===== config.mk =====
export PLATFORM = sky130hd
export DESIGN_NAME = detect_event_logger
export DESIGN_NICKNAME = d
export VERILOG_FILES = /design/src/rtl/detect_logger_pkg.sv /design/src/rtl/detect_event_logger_sync_fifo.sv /design/src/rtl/detect_event_logger.sv
export SDC_FILE = /design/constraint.sdc
export NUM_CORES = 1
export LEC_CHECK = 0
export CAP_MARGIN = 20
export CORE_MARGIN = 2
export CORE_UTILIZATION = 45
export CTS_CLUSTER_DIAMETER = 40
export DETAILED_ROUTE_END_ITERATION = 8
export HOLD_SLACK_MARGIN = 0.02
export PLACE_DENSITY = 0.65
export SLEW_MARGIN = 20
export SYNTH_ARGS = -nofsm -noshare
export SYNTH_HDL_FRONTEND = slang
export SYNTH_HIERARCHICAL = 1
export SYNTH_SLANG_ARGS = --single-unit
export TNS_END_PERCENT = 50

===== constraint.sdc =====
create_clock -name clk -period 3.1 [get_ports clk]
set_clock_uncertainty 0.05 [all_clocks]
set_input_delay 0.62 -clock clk [delete_from_list [all_inputs] [get_ports clk]]
set_output_delay 0.62 -clock clk [all_outputs]
set_load 0.02 [all_outputs]

===== src/rtl/detect_logger_pkg.sv =====
// Shared defaults and helpers for the detection event logger.
// Counters saturate instead of wrapping, so a stuck-high detector cannot alias a count.
package detect_logger_pkg;

    localparam int TS_W_DEFAULT  = 16;
    localparam int DEPTH_DEFAULT = 4;
    localparam int CNT_W_DEFAULT = 8;

    // Saturating increment for counters up to 32 bits wide; max_val is the ceiling.
    function automatic logic [31:0] sat_inc(input logic [31:0] value, input logic [31:0] max_val);
        return (value >= max_val) ? max_val : value + 32'd1;
    endfunction

endpackage


===== src/rtl/detect_event_logger_sync_fifo.sv =====
// Synchronous FIFO with level tracking; a write into a full FIFO is accepted
// only when a read retires the head in the same cycle.
module sync_fifo #(
    parameter  int WIDTH = 16,
    parameter  int DEPTH = 4,
    localparam int AW    = $clog2(DEPTH),
    localparam int LVL_W = AW + 1
) (
    input  logic             clk,
    input  logic             rst,
    input  logic             wr_en,
    input  logic [WIDTH-1:0] wr_data,
    input  logic             rd_en,
    output logic [WIDTH-1:0] rd_data,
    output logic             full,
    output logic             empty,
    output logic [LVL_W-1:0] level
);

    localparam logic [AW-1:0]    PTR_ONE  = AW'(1);
    localparam logic [LVL_W-1:0] LVL_ONE  = LVL_W'(1);
    localparam logic [LVL_W-1:0] LVL_FULL = LVL_W'(DEPTH);

    logic [AW-1:0]    wr_ptr_q, wr_ptr_d;
    logic [AW-1:0]    rd_ptr_q, rd_ptr_d;
    logic [LVL_W-1:0] level_q, level_d;
    logic [WIDTH-1:0] mem_q [DEPTH];
    logic [WIDTH-1:0] mem_d [DEPTH];
    logic             wr_fire;
    logic             rd_fire;

    always_comb begin
        // NOTE: every variable gets a default first so no path leaves it unassigned (no latch).
        wr_ptr_d = wr_ptr_q;
        rd_ptr_d = rd_ptr_q;
        level_d  = level_q;
        mem_d    = mem_q;

        rd_fire  = rd_en && (level_q != '0);
        wr_fire  = wr_en && ((level_q != LVL_FULL) || rd_fire);

        if (wr_fire) begin
            mem_d[wr_ptr_q] = wr_data;
            wr_ptr_d        = wr_ptr_q + PTR_ONE;
        end
        if (rd_fire) begin
            rd_ptr_d = rd_ptr_q + PTR_ONE;
        end

        case ({wr_fire, rd_fire})
            2'b10:   level_d = level_q + LVL_ONE;
            2'b01:   level_d = level_q - LVL_ONE;
            default: level_d = level_q;
        endcase
    end

    // NOTE: sequential state uses non-blocking assignments so all flops update from pre-edge values.
    always_ff @(posedge clk) begin
        if (rst) begin
            wr_ptr_q <= '0;
            rd_ptr_q <= '0;
            level_q  <= '0;
        end else begin
            wr_ptr_q <= wr_ptr_d;
            rd_ptr_q <= rd_ptr_d;
            level_q  <= level_d;
        end
    end

    // NOTE: the storage array is not reset; an empty FIFO never exposes it because rd_data is gated.
    always_ff @(posedge clk) begin
        mem_q <= mem_d;
    end

    assign empty   = (level_q == '0);
    assign full    = (level_q == LVL_FULL);
    assign level   = level_q;
    assign rd_data = empty ? '0 : mem_q[rd_ptr_q];

endmodule


===== src/rtl/detect_event_logger.sv =====
// Timestamps detection pulses into a small event FIFO and keeps saturating
// detection/drop statistics plus a sticky overflow flag.
module detect_event_logger
    import detect_logger_pkg::*;
#(
    parameter  int TS_W  = TS_W_DEFAULT,
    parameter  int DEPTH = DEPTH_DEFAULT,
    parameter  int CNT_W = CNT_W_DEFAULT,
    localparam int LVL_W = $clog2(DEPTH) + 1
) (
    input  logic             clk,
    input  logic             rst,
    input  logic             det_in,
    input  logic             en,
    input  logic             clr,
    output logic             evt_valid,
    input  logic             evt_ready,
    output logic [TS_W-1:0]  evt_ts,
    output logic [LVL_W-1:0] fifo_level,
    output logic [CNT_W-1:0] det_cnt,
    output logic [CNT_W-1:0] drop_cnt,
    output logic             ovf
);

    localparam logic [TS_W-1:0]  TS_ONE  = TS_W'(1);
    localparam logic [CNT_W-1:0] CNT_MAX = '1;

    logic [TS_W-1:0]  ts_q, ts_d;
    logic [CNT_W-1:0] det_cnt_q, det_cnt_d;
    logic [CNT_W-1:0] drop_cnt_q, drop_cnt_d;
    logic             ovf_q, ovf_d;

    logic             flush;
    logic             capture;
    logic             pop;
    logic             drop;
    logic             fifo_full;
    logic             fifo_empty;

    always_comb begin
        ts_d       = ts_q;
        det_cnt_d  = det_cnt_q;
        drop_cnt_d = drop_cnt_q;
        ovf_d      = ovf_q;

        flush   = rst || clr;
        capture = en && det_in && !flush;
        pop     = !fifo_empty && evt_ready;
        // A capture into a full FIFO survives only if the head leaves in the same cycle.
        drop    = capture && fifo_full && !pop;

        if (flush) begin
            ts_d       = '0;
            det_cnt_d  = '0;
            drop_cnt_d = '0;
            ovf_d      = 1'b0;
        end else begin
            if (en) begin
                ts_d = ts_q + TS_ONE;
            end
            if (capture) begin
                det_cnt_d = CNT_W'(sat_inc(32'(det_cnt_q), 32'(CNT_MAX)));
            end
            if (drop) begin
                drop_cnt_d = CNT_W'(sat_inc(32'(drop_cnt_q), 32'(CNT_MAX)));
                ovf_d      = 1'b1;
            end
        end
    end

    always_ff @(posedge clk) begin
        if (rst) begin
            ts_q       <= '0;
            det_cnt_q  <= '0;
            drop_cnt_q <= '0;
            ovf_q      <= 1'b0;
        end else begin
            ts_q       <= ts_d;
            det_cnt_q  <= det_cnt_d;
            drop_cnt_q <= drop_cnt_d;
            ovf_q      <= ovf_d;
        end
    end

    // The pushed timestamp is the pre-increment value of the capture cycle.
    sync_fifo #(
        .WIDTH (TS_W),
        .DEPTH (DEPTH)
    ) u_fifo (
        .clk     (clk),
        .rst     (flush),
        .wr_en   (capture),
        .wr_data (ts_q),
        .rd_en   (pop),
        .rd_data (evt_ts),
        .full    (fifo_full),
        .empty   (fifo_empty),
        .level   (fifo_level)
    );

    assign evt_valid = !fifo_empty;
    assign det_cnt   = det_cnt_q;
    assign drop_cnt  = drop_cnt_q;
    assign ovf       = ovf_q;

endmodule


# ---- After elaboration in Yosys (flattened, before gate mapping)
# Cells that the tools add are included.
# Widths: inputs -> output; s select.
dict set report word_totals {
  register_bits 104
  word_cells 56
}
dict set report op_classes {
  n_addsub 7
  order_cmp 5
  eq_ne 4
  mux 10
  bitwise_logic 2
  reduce_logical 17
}
# cell count
set op_table {}
lappend op_table {{$bwmux 64} 1}
lappend op_table {{$mux 16} 4}
lappend op_table {{$bmux 16 s2} 1}
lappend op_table {{$demux 16 s2} 1}
lappend op_table {{$add 16x1->16 const B} 1}
lappend op_table {{$add 8x1->8 const B} 2}
lappend op_table {{$ge 8x8->1 const B} 2}
lappend op_table {{$mux 8} 2}
lappend op_table {{$logic_and 1x1->1} 8}
lappend op_table {{$ge 3x3->1 const B} 2}
lappend op_table {{$not 2->3} 2}
lappend op_table {{$pmux 3 s2} 1}
lappend op_table {{$add 2x1->2 const B} 2}
lappend op_table {{$add 3x1->3 const B} 1}
lappend op_table {{$eq 3x3->1 const B} 1}
lappend op_table {{$logic_not 1->1} 3}
lappend op_table {{$logic_not 3->1} 1}
lappend op_table {{$lt 3x1->1 const B} 1}
lappend op_table {{$ne 3x3->1 const B} 1}
lappend op_table {{$reduce_bool 3->1} 1}
lappend op_table {{$sub 3x1->3 const B} 1}
lappend op_table {{$eq 2x1->1 const B} 1}
lappend op_table {{$eq 2x2->1 const B} 1}
lappend op_table {{$logic_or 1x1->1} 2}
lappend op_table {{2 further kinds} 2}

# ---- Depth between registers and ports, before layout
# Gate-level depths: netlist of run 1.
dict set report logic_depth {
  depth_word 8
  depth_mapped 11
}

# ---- By module
# The synthesis of run 1 kept the hierarchy.
# module instances cells_each area_each_um2
set modules_own_cells {}
lappend modules_own_cells {sync_fifo 1 164 3055.4}
lappend modules_own_cells {detect_event_logger 1 178 1584.0}

# ---- Worst setup path after synthesis of run 1
# OpenSTA, ideal clock, no wires.
dict set report synth_path {
  path_kind {register -> register}
  start {register u_fifo.level_q[2] (netlist: u_fifo/level[2])}
  end {register u_fifo.level_q[1] (netlist: u_fifo/level[1])}
  setup_ps 95
  t_arrival_ps 2654
  required_ps 2955
  setup_slack_ps 301
  path_stages_with_launch 12
  synth_period_minus_slack_ps 2799
  path_cell_list {dfxtp_1 -> buf_2 -> nor3_2 -> buf_4 -> nor2b_2 -> buf_2 -> o31ai_1 -> nand2b_1 -> fa_1 -> inv_1 -> o2111ai_1 -> a221oi_1}
}
dict set report synth_between {
  elab_chain_len 8
  word_cells_on_any_way 12
  cone_classes {eq/ne (3); mux (1); reduce/logical (8)}
}
# element line
set synth_lines {}
lappend synth_lines {{from (decl)} detect_event_logger_sync_fifo.sv:26} ;# logic [LVL_W-1:0] level_q, level_d;
lappend synth_lines {{from (signal assigned)} detect_event_logger_sync_fifo.sv:66} ;# level_q <= level_d;
lappend synth_lines {{$logic_not 3->1 (*)} detect_event_logger_sync_fifo.sv:75} ;# assign empty = (level_q == '0);
lappend synth_lines {{via fifo_empty} detect_event_logger.sv:38} ;# logic fifo_empty;
lappend synth_lines {{$logic_not 1->1 (*)} detect_event_logger.sv:48} ;# pop = !fifo_empty && evt_ready;
lappend synth_lines {{$logic_and 1x1->1 (*)} detect_event_logger.sv:48}
lappend synth_lines {{via pop} detect_event_logger.sv:35} ;# logic pop;
lappend synth_lines {{$logic_and 1x1->1 (*)} detect_event_logger_sync_fifo.sv:39} ;# rd_fire = rd_en && (level_q != '0);
lappend synth_lines {{$logic_or 1x1->1} detect_event_logger_sync_fifo.sv:40} ;# wr_fire = wr_en && ((level_q != LVL_FULL) || rd_fire);
lappend synth_lines {{$logic_and 1x1->1} detect_event_logger_sync_fifo.sv:40}
lappend synth_lines {{$eq 2x1->1 or $eq 2x2->1 (tied branches)} detect_event_logger_sync_fifo.sv:50} ;# case ({wr_fire, rd_fire})
lappend synth_lines {{$pmux 3 s2 or $reduce_bool 2->1 (tied branches)} n/a}
# Mark *: on every way through the listed nets, which the timed path passes. The rest lies on a longest branch.
# A chain may end at the register's enable or synchronous reset.

# ---- Worst setup path in the final report of run 1
dict set report layout_path {
  start {register u_fifo.level_q[2] (netlist: u_fifo/level[2])}
  end {output evt_ts[15]}
}
dict set report layout_between {
  elab_chain_len 2
}
# element line
set layout_lines {}
lappend layout_lines {{$logic_not 3->1} detect_event_logger_sync_fifo.sv:75}
lappend layout_lines {{via fifo_empty} detect_event_logger.sv:38}
lappend layout_lines {{$mux 16} detect_event_logger_sync_fifo.sv:78} ;# assign rd_data = empty ? '0 : mem_q[rd_ptr_q];
lappend layout_lines {{to (decl)} detect_event_logger.sv:18} ;# output logic [TS_W-1:0] evt_ts,
# The timed path passes the listed nets, and every way through them passes these cells.

==> metrics.csv, run 1 <==
metric,value,unit
outcome,completed,
fin_cells,531,
hold_violations,0,
clockBufferDepth,2,
r2r-start,u_fifo/level[2],
ys_ff_latch,104,
clk_latency,360,ps
worstPathCellList,nor3_4 > buf_4 > and2b_1 > clkdlybuf4s50_1,
ys.flop_type,edfxtp_1,
max_slew.worst_pin.slew,871,ps
grt_pass1_vias,2807,
crit_path_end_kind,output pin,
fin_crit_sh,94.0,%
die_h,106,um
grt_max_degree,19,
postCtsSetupBuffers,0,
cts_tree,yes,
cts_resized,0,
clock-sinks,104,
synth_edf_count,64,
use_met1,22.5,%
cp_max_fo,17,
antenna_found_initial,0,
place.gp.congestion,0.760,
worstPathRequired,2430,ps
clk_pin_slew,90,ps
vdd_drop_max,0.000270,V
setup_violations,0,
critPathLaunch,u_fifo/level[2],
yosys.area.top_type_share,41.4,%
power.leakage,1.84,nW
n_fill_cell,869,
synth_cell_types,57,
ys_warn_count,6,
maxSlewHeadroom,41.9,%
ant_nets,0,
placed_area,5220,sq um
fp-row-count,37,
grt_pass1_wl,14600,um
postSynth.asyncResetShare,0,%
max_stage_delay,530,ps
die_w,106,um
coreArea,10200,sq um
netlist_area,4640,sq um
syn-instance-count,342,
min-delay-start,ovf,
dr.pass1.iters,4,
grt_use_met3,2.91,%
synth.most_common_cell,edfxtp_1,
cp.arrival,2240,ps
avgViaCountPerCell,5.44,
slew_violations,0,
grt_most_used_layer,met2,
clockRootBuffer,clkbuf_8,
cts_hold_buffers,0,
yosysSeqAreaShare,58.7,%
die-area,11100,sq um
slowest_stage,clkdlybuf4s50_1,
syn_nets,356,
nets,404,
io_buffers,42,
dp_hpwl,5650,um
drc_errors,0,
fmax,343,MHz
drtIter0Drc,170,
dr_total_vias,2887,
wl_per_cell,16.2,um
power_density,447,nW/um^2
dp_cells,515,
grt.overflow.total,0,
netlist_top_cells_area,"edfxtp_1 41%, dfxtp_1 17%, mux4_1 4.5%, mux4_2 3.9%, xnor2_1 2.5%",
maxCapViolations,0,
path_buf_inv,2,
drive_gt1_share,13.9,%
antennaDiodeCount,0,
io_pins,43,
path_delay_family,buffers and inverters,
synth_commonest_cells,"64 x edfxtp_1, 40 x dfxtp_1, 28 x nor2_1",
final_core_util,53.4,%
cts-buffers-inserted,9,
cp-start-kind,register,
routed_wl,8600,um
syn_avg_cell_area,13.6,sq um
final_area,5440,sq um
yosysTopAreaCell,edfxtp_1,
syn2layout_area_growth,17.3,%
initial_core_util,45.6,%
tns,0,ps
cts_htree_levels,3,
period_needed,2910,ps
setup.worst_path.class,register to output pin,
grt_usage,16.8,%
hp-class,register to register,
rsz0062_at_grt,false,
grtUsageMet2,27.0,%
-- report_power, final --
group	internal, W	switching, W	total [W]
sequential	0.00146	0.00000414	0.00146
clock	0.000478	0.000443	0.000920
combinational	0.0000230	0.0000271	0.0000501
-- tightest hold or removal path, delay by kind of cell (launching register included) --
kind                   cells  cell delay [ps]
AO/OA/AOI/OAI              1               50
buffers and inverters      1               50
flip-flops                 1              320
-- area by class of cell --
type	count	area, sq um	share of cell area, %
sequential	104	2720	50.0
inverter	13	48.8	0.897
clock inverter	5	78.8	1.45
multi-input combinational	209	1770	32.4
clock buffer	11	141	2.60
timing repair buffer	53	515	9.47
tap	136	170	3.13
-- final timing paths --
check                      to  slack, ps  cells after the start
max                evt_ts[15]        190                      4
min                       ovf        400                      2
max reg2reg  u_fifo/mem_q[44]        810                      4
min reg2reg               ovf        400                      2
-- cells in the final DEF, fill, tap and decap left out, types with 3 or more instances in the layout --
master and n:
a21oi_1 11, and2b_1 5, xnor2_1 13, mux2i_1 3
mux4_2 8, ha_1 7, nor4_1 3, clkdlybuf4s50_1 42
nand2_1 18, nor2b_1 3, a31oi_1 5, dfxtp_1 40
nor2_1 28, inv_1 13, nand3_1 11, and3_1 6
o211ai_1 3, or3_1 4, nor2b_4 8, edfxtp_1 64
buf_4 10, o21ai_0 10, mux4_1 8, xor2_1 9
nor3_1 3, nand4_1 6, a41o_1 3, clkbuf_8 10
-- sequential cells by signal (all words and copies together) (netlist names) --
name / count
u_fifo/level: 3
det_cnt: 8
ts_q: 16
u_fifo/wr_ptr_q: 2
drop_cnt: 8
u_fifo/mem_q: 64
ovf: 1
u_fifo/rd_ptr_q: 2
-- metrics by stage --
stage          hold slack (ps)  worst slack [ps]  power, W
2_1_floorplan              432               301   0.00152
3_3_place_gp               387               434   0.00154
3_5_place_dp               394               382   0.00154
4_1_cts                    408               157   0.00246
5_1_grt                    439              56.8   0.00252
6_report                   404               185   0.00243
-- cells by family (layout without fill, tap and decap cells) --
family,after synthesis,count (layout),synth area share (%)
AOI/OAI and AO/OA,43,43,5.99
xor gates and xnor gates,22,22,4.15
adders and majority gates,8,8,2.32
buffers and inverters,29,82,3.40
DFF,104,104,58.7
muxes,19,19,9.06
and+or+nand+nor,117,117,16.4
-- metal layers --
layer	wire length, um	share of wire [%]
met1	4050	47
met2	4100	48
met3	293	3.4
met4	155	1.8
met5	0	0
Power figures use the tool's default switching activity.
==> run 2: changes to the inputs <==
--- a/config.mk
+++ b/config.mk
@@ -8,6 +8,7 @@
 export CAP_MARGIN = 20
 export CORE_MARGIN = 2
 export CORE_UTILIZATION = 45
+export CTS_BUF_LIST = sky130_fd_sc_hd__clkbuf_8
 export CTS_CLUSTER_DIAMETER = 40
 export DETAILED_ROUTE_END_ITERATION = 8
 export HOLD_SLACK_MARGIN = 0.02
==> run 2 against run 1 <==
  * Flip-flop and latch count is the same
  * Fmax unchanged
  * Sequential power hardly changed
  * Hold slack unchanged
  * Critical path type unchanged
  * Largest cell class unchanged
  * Highest routed layer unchanged
==> metrics.csv, run 2 (synthesized netlist as in run 1, its figures left out) <==
metric,value,unit
internal_power,0.00196,W
nets,404,
drc_errors,0,
crit_path_end_kind,output pin,
p_sw,0.000474,W
routed_wl,8600,um
initial_core_util,45.6,%
place.gp.congestion,0.760,
whs_path_depth,2,
setup_violations,0,
syn2layout_area_growth,17.3,%
placed_area,5220,sq um
vdd_drop_max,0.000270,V
grt.overflow.total,0,
die-area,11100,sq um
tns,0,ps
max_slew.worst_pin.slew,871,ps
outcome,completed,
worstPathRequired,2430,ps
postCtsSetupBuffers,0,
fin_crit_sh,94.0,%
fp-row-count,37,
largest_register_ffs,64,
power.leakage,1.85,nW
clock-sinks,104,
io_buffers,42,
grt_usage,16.8,%
cts-buffers-inserted,9,
regMostFlops,u_fifo/mem_q,
io_pins,43,
grt_max_degree,19,
setup.worst_path.class,register to output pin,
top_regs,"u_fifo/mem_q: 64 flops, ts_q: 16 flops",
maxSlewHeadroom,41.9,%
dr_total_vias,2887,
ant_nets,0,
maxCapViolations,0,
antenna_found_initial,0,
swShare,19.5,%
rr_worst_depth,4,
mostFrequentLayoutCell,edfxtp_1,
hold_violations,0,
antennaDiodeCount,0,
dp_hpwl,5650,um
p_seq_share,60.2,%
p_comb_share,2.1,%
rsz0062_at_grt,false,
grt_pass1_vias,2807,
die_h,106,um
coreArea,10200,sq um
period_needed,2910,ps
wl_per_cell,16.2,um
cp-start-kind,register,
grt_pass1_wl,14600,um
slew_violations,0,
cts_htree_levels,3,
avgViaCountPerCell,5.44,
cts_hold_buffers,0,
fmax,343,MHz
hp-class,register to register,
power_density,446,nW/um^2
dr.pass1.iters,4,
drtIter0Drc,170,
die_w,106,um
clk_latency,360,ps
final_cell_mix,"64 x edfxtp_1, 42 x clkdlybuf4s50_1, 40 x dfxtp_1",
clkPwrFrac,37.8,%
cp.arrival,2240,ps
cts_resized,0,
clockBufferDepth,2,
final_area,5440,sq um
clockRootBuffer,clkbuf_8,
cp_max_fo,17,
cts_tree,yes,
drive_gt1_share,13.9,%
clk_pin_slew,90,ps
run 2: cell types whose count changed in the layout (fill, tap and decap cells not counted):
cell | previous run | this run
clkbuf_1 | 1 | 0
inv_1 | 13 | 14
run 2: final timing paths:
| kind | start | end | slack [ps] |
|---|---|---|---|
| worst max-delay path | u_fifo/level[2] | evt_ts[15] | 190 |
| worst min-delay path | ovf | ovf | 400 |
| worst max register to register | u_fifo/level[2] | u_fifo/mem_q[44] | 810 |
| worst min register to register | ovf | ovf | 400 |
run 2: routing by layer:
layer	up-vias	global-route usage (%)	part of all wire, %
li1	1374	-	-
met1	1449	22.5	47
met2	52	27.0	48
met3	12	2.91	3.4
met4	0	6.95	1.8
met5	-	0	0
run 2: stage by stage:
stage / util [%] / power (W) / hold slack [ps] / cells / setup slack [ps]
floorplan: - / 0.00152 / 432 / 342 / 301
global placement: 51.3 / 0.00154 / 387 / 515 / 434
detailed placement: 51.3 / 0.00154 / 394 / 515 / 382
CTS: 53.4 / 0.00245 / 408 / 531 / 157
global route: 53.4 / 0.00251 / 439 / 531 / 56.8
finish: 53.4 / 0.00243 / 404 / 531 / 185
run 2: cell type report:
class,instances,area (sq um)
Tap cell,136,170
Inverter,13,48.8
Timing Repair Buffer,53,515
Fill cell,869,4740
Sequential cell,104,2720
Multi-Input combinational cell,209,1770
Clock inverter,6,82.6
Clock buffer,10,138
run 2: power groups by stage:
stage,clock network (W),registers (W),logic (W)
2_1_floorplan,0,0.00149,0.0000303
3_3_place_gp,0,0.00149,0.0000500
3_5_place_dp,0,0.00149,0.0000504
4_1_cts,0.000942,0.00146,0.0000505
5_1_grt,0.000996,0.00146,0.0000549
6_report,0.000917,0.00146,0.0000501
run 2: worst max-delay path: stages (launching register included):
cell and delay (ps):
dfxtp_1 450, nor3_4 300, buf_4 360, and2b_1 230, clkdlybuf4s50_1 530
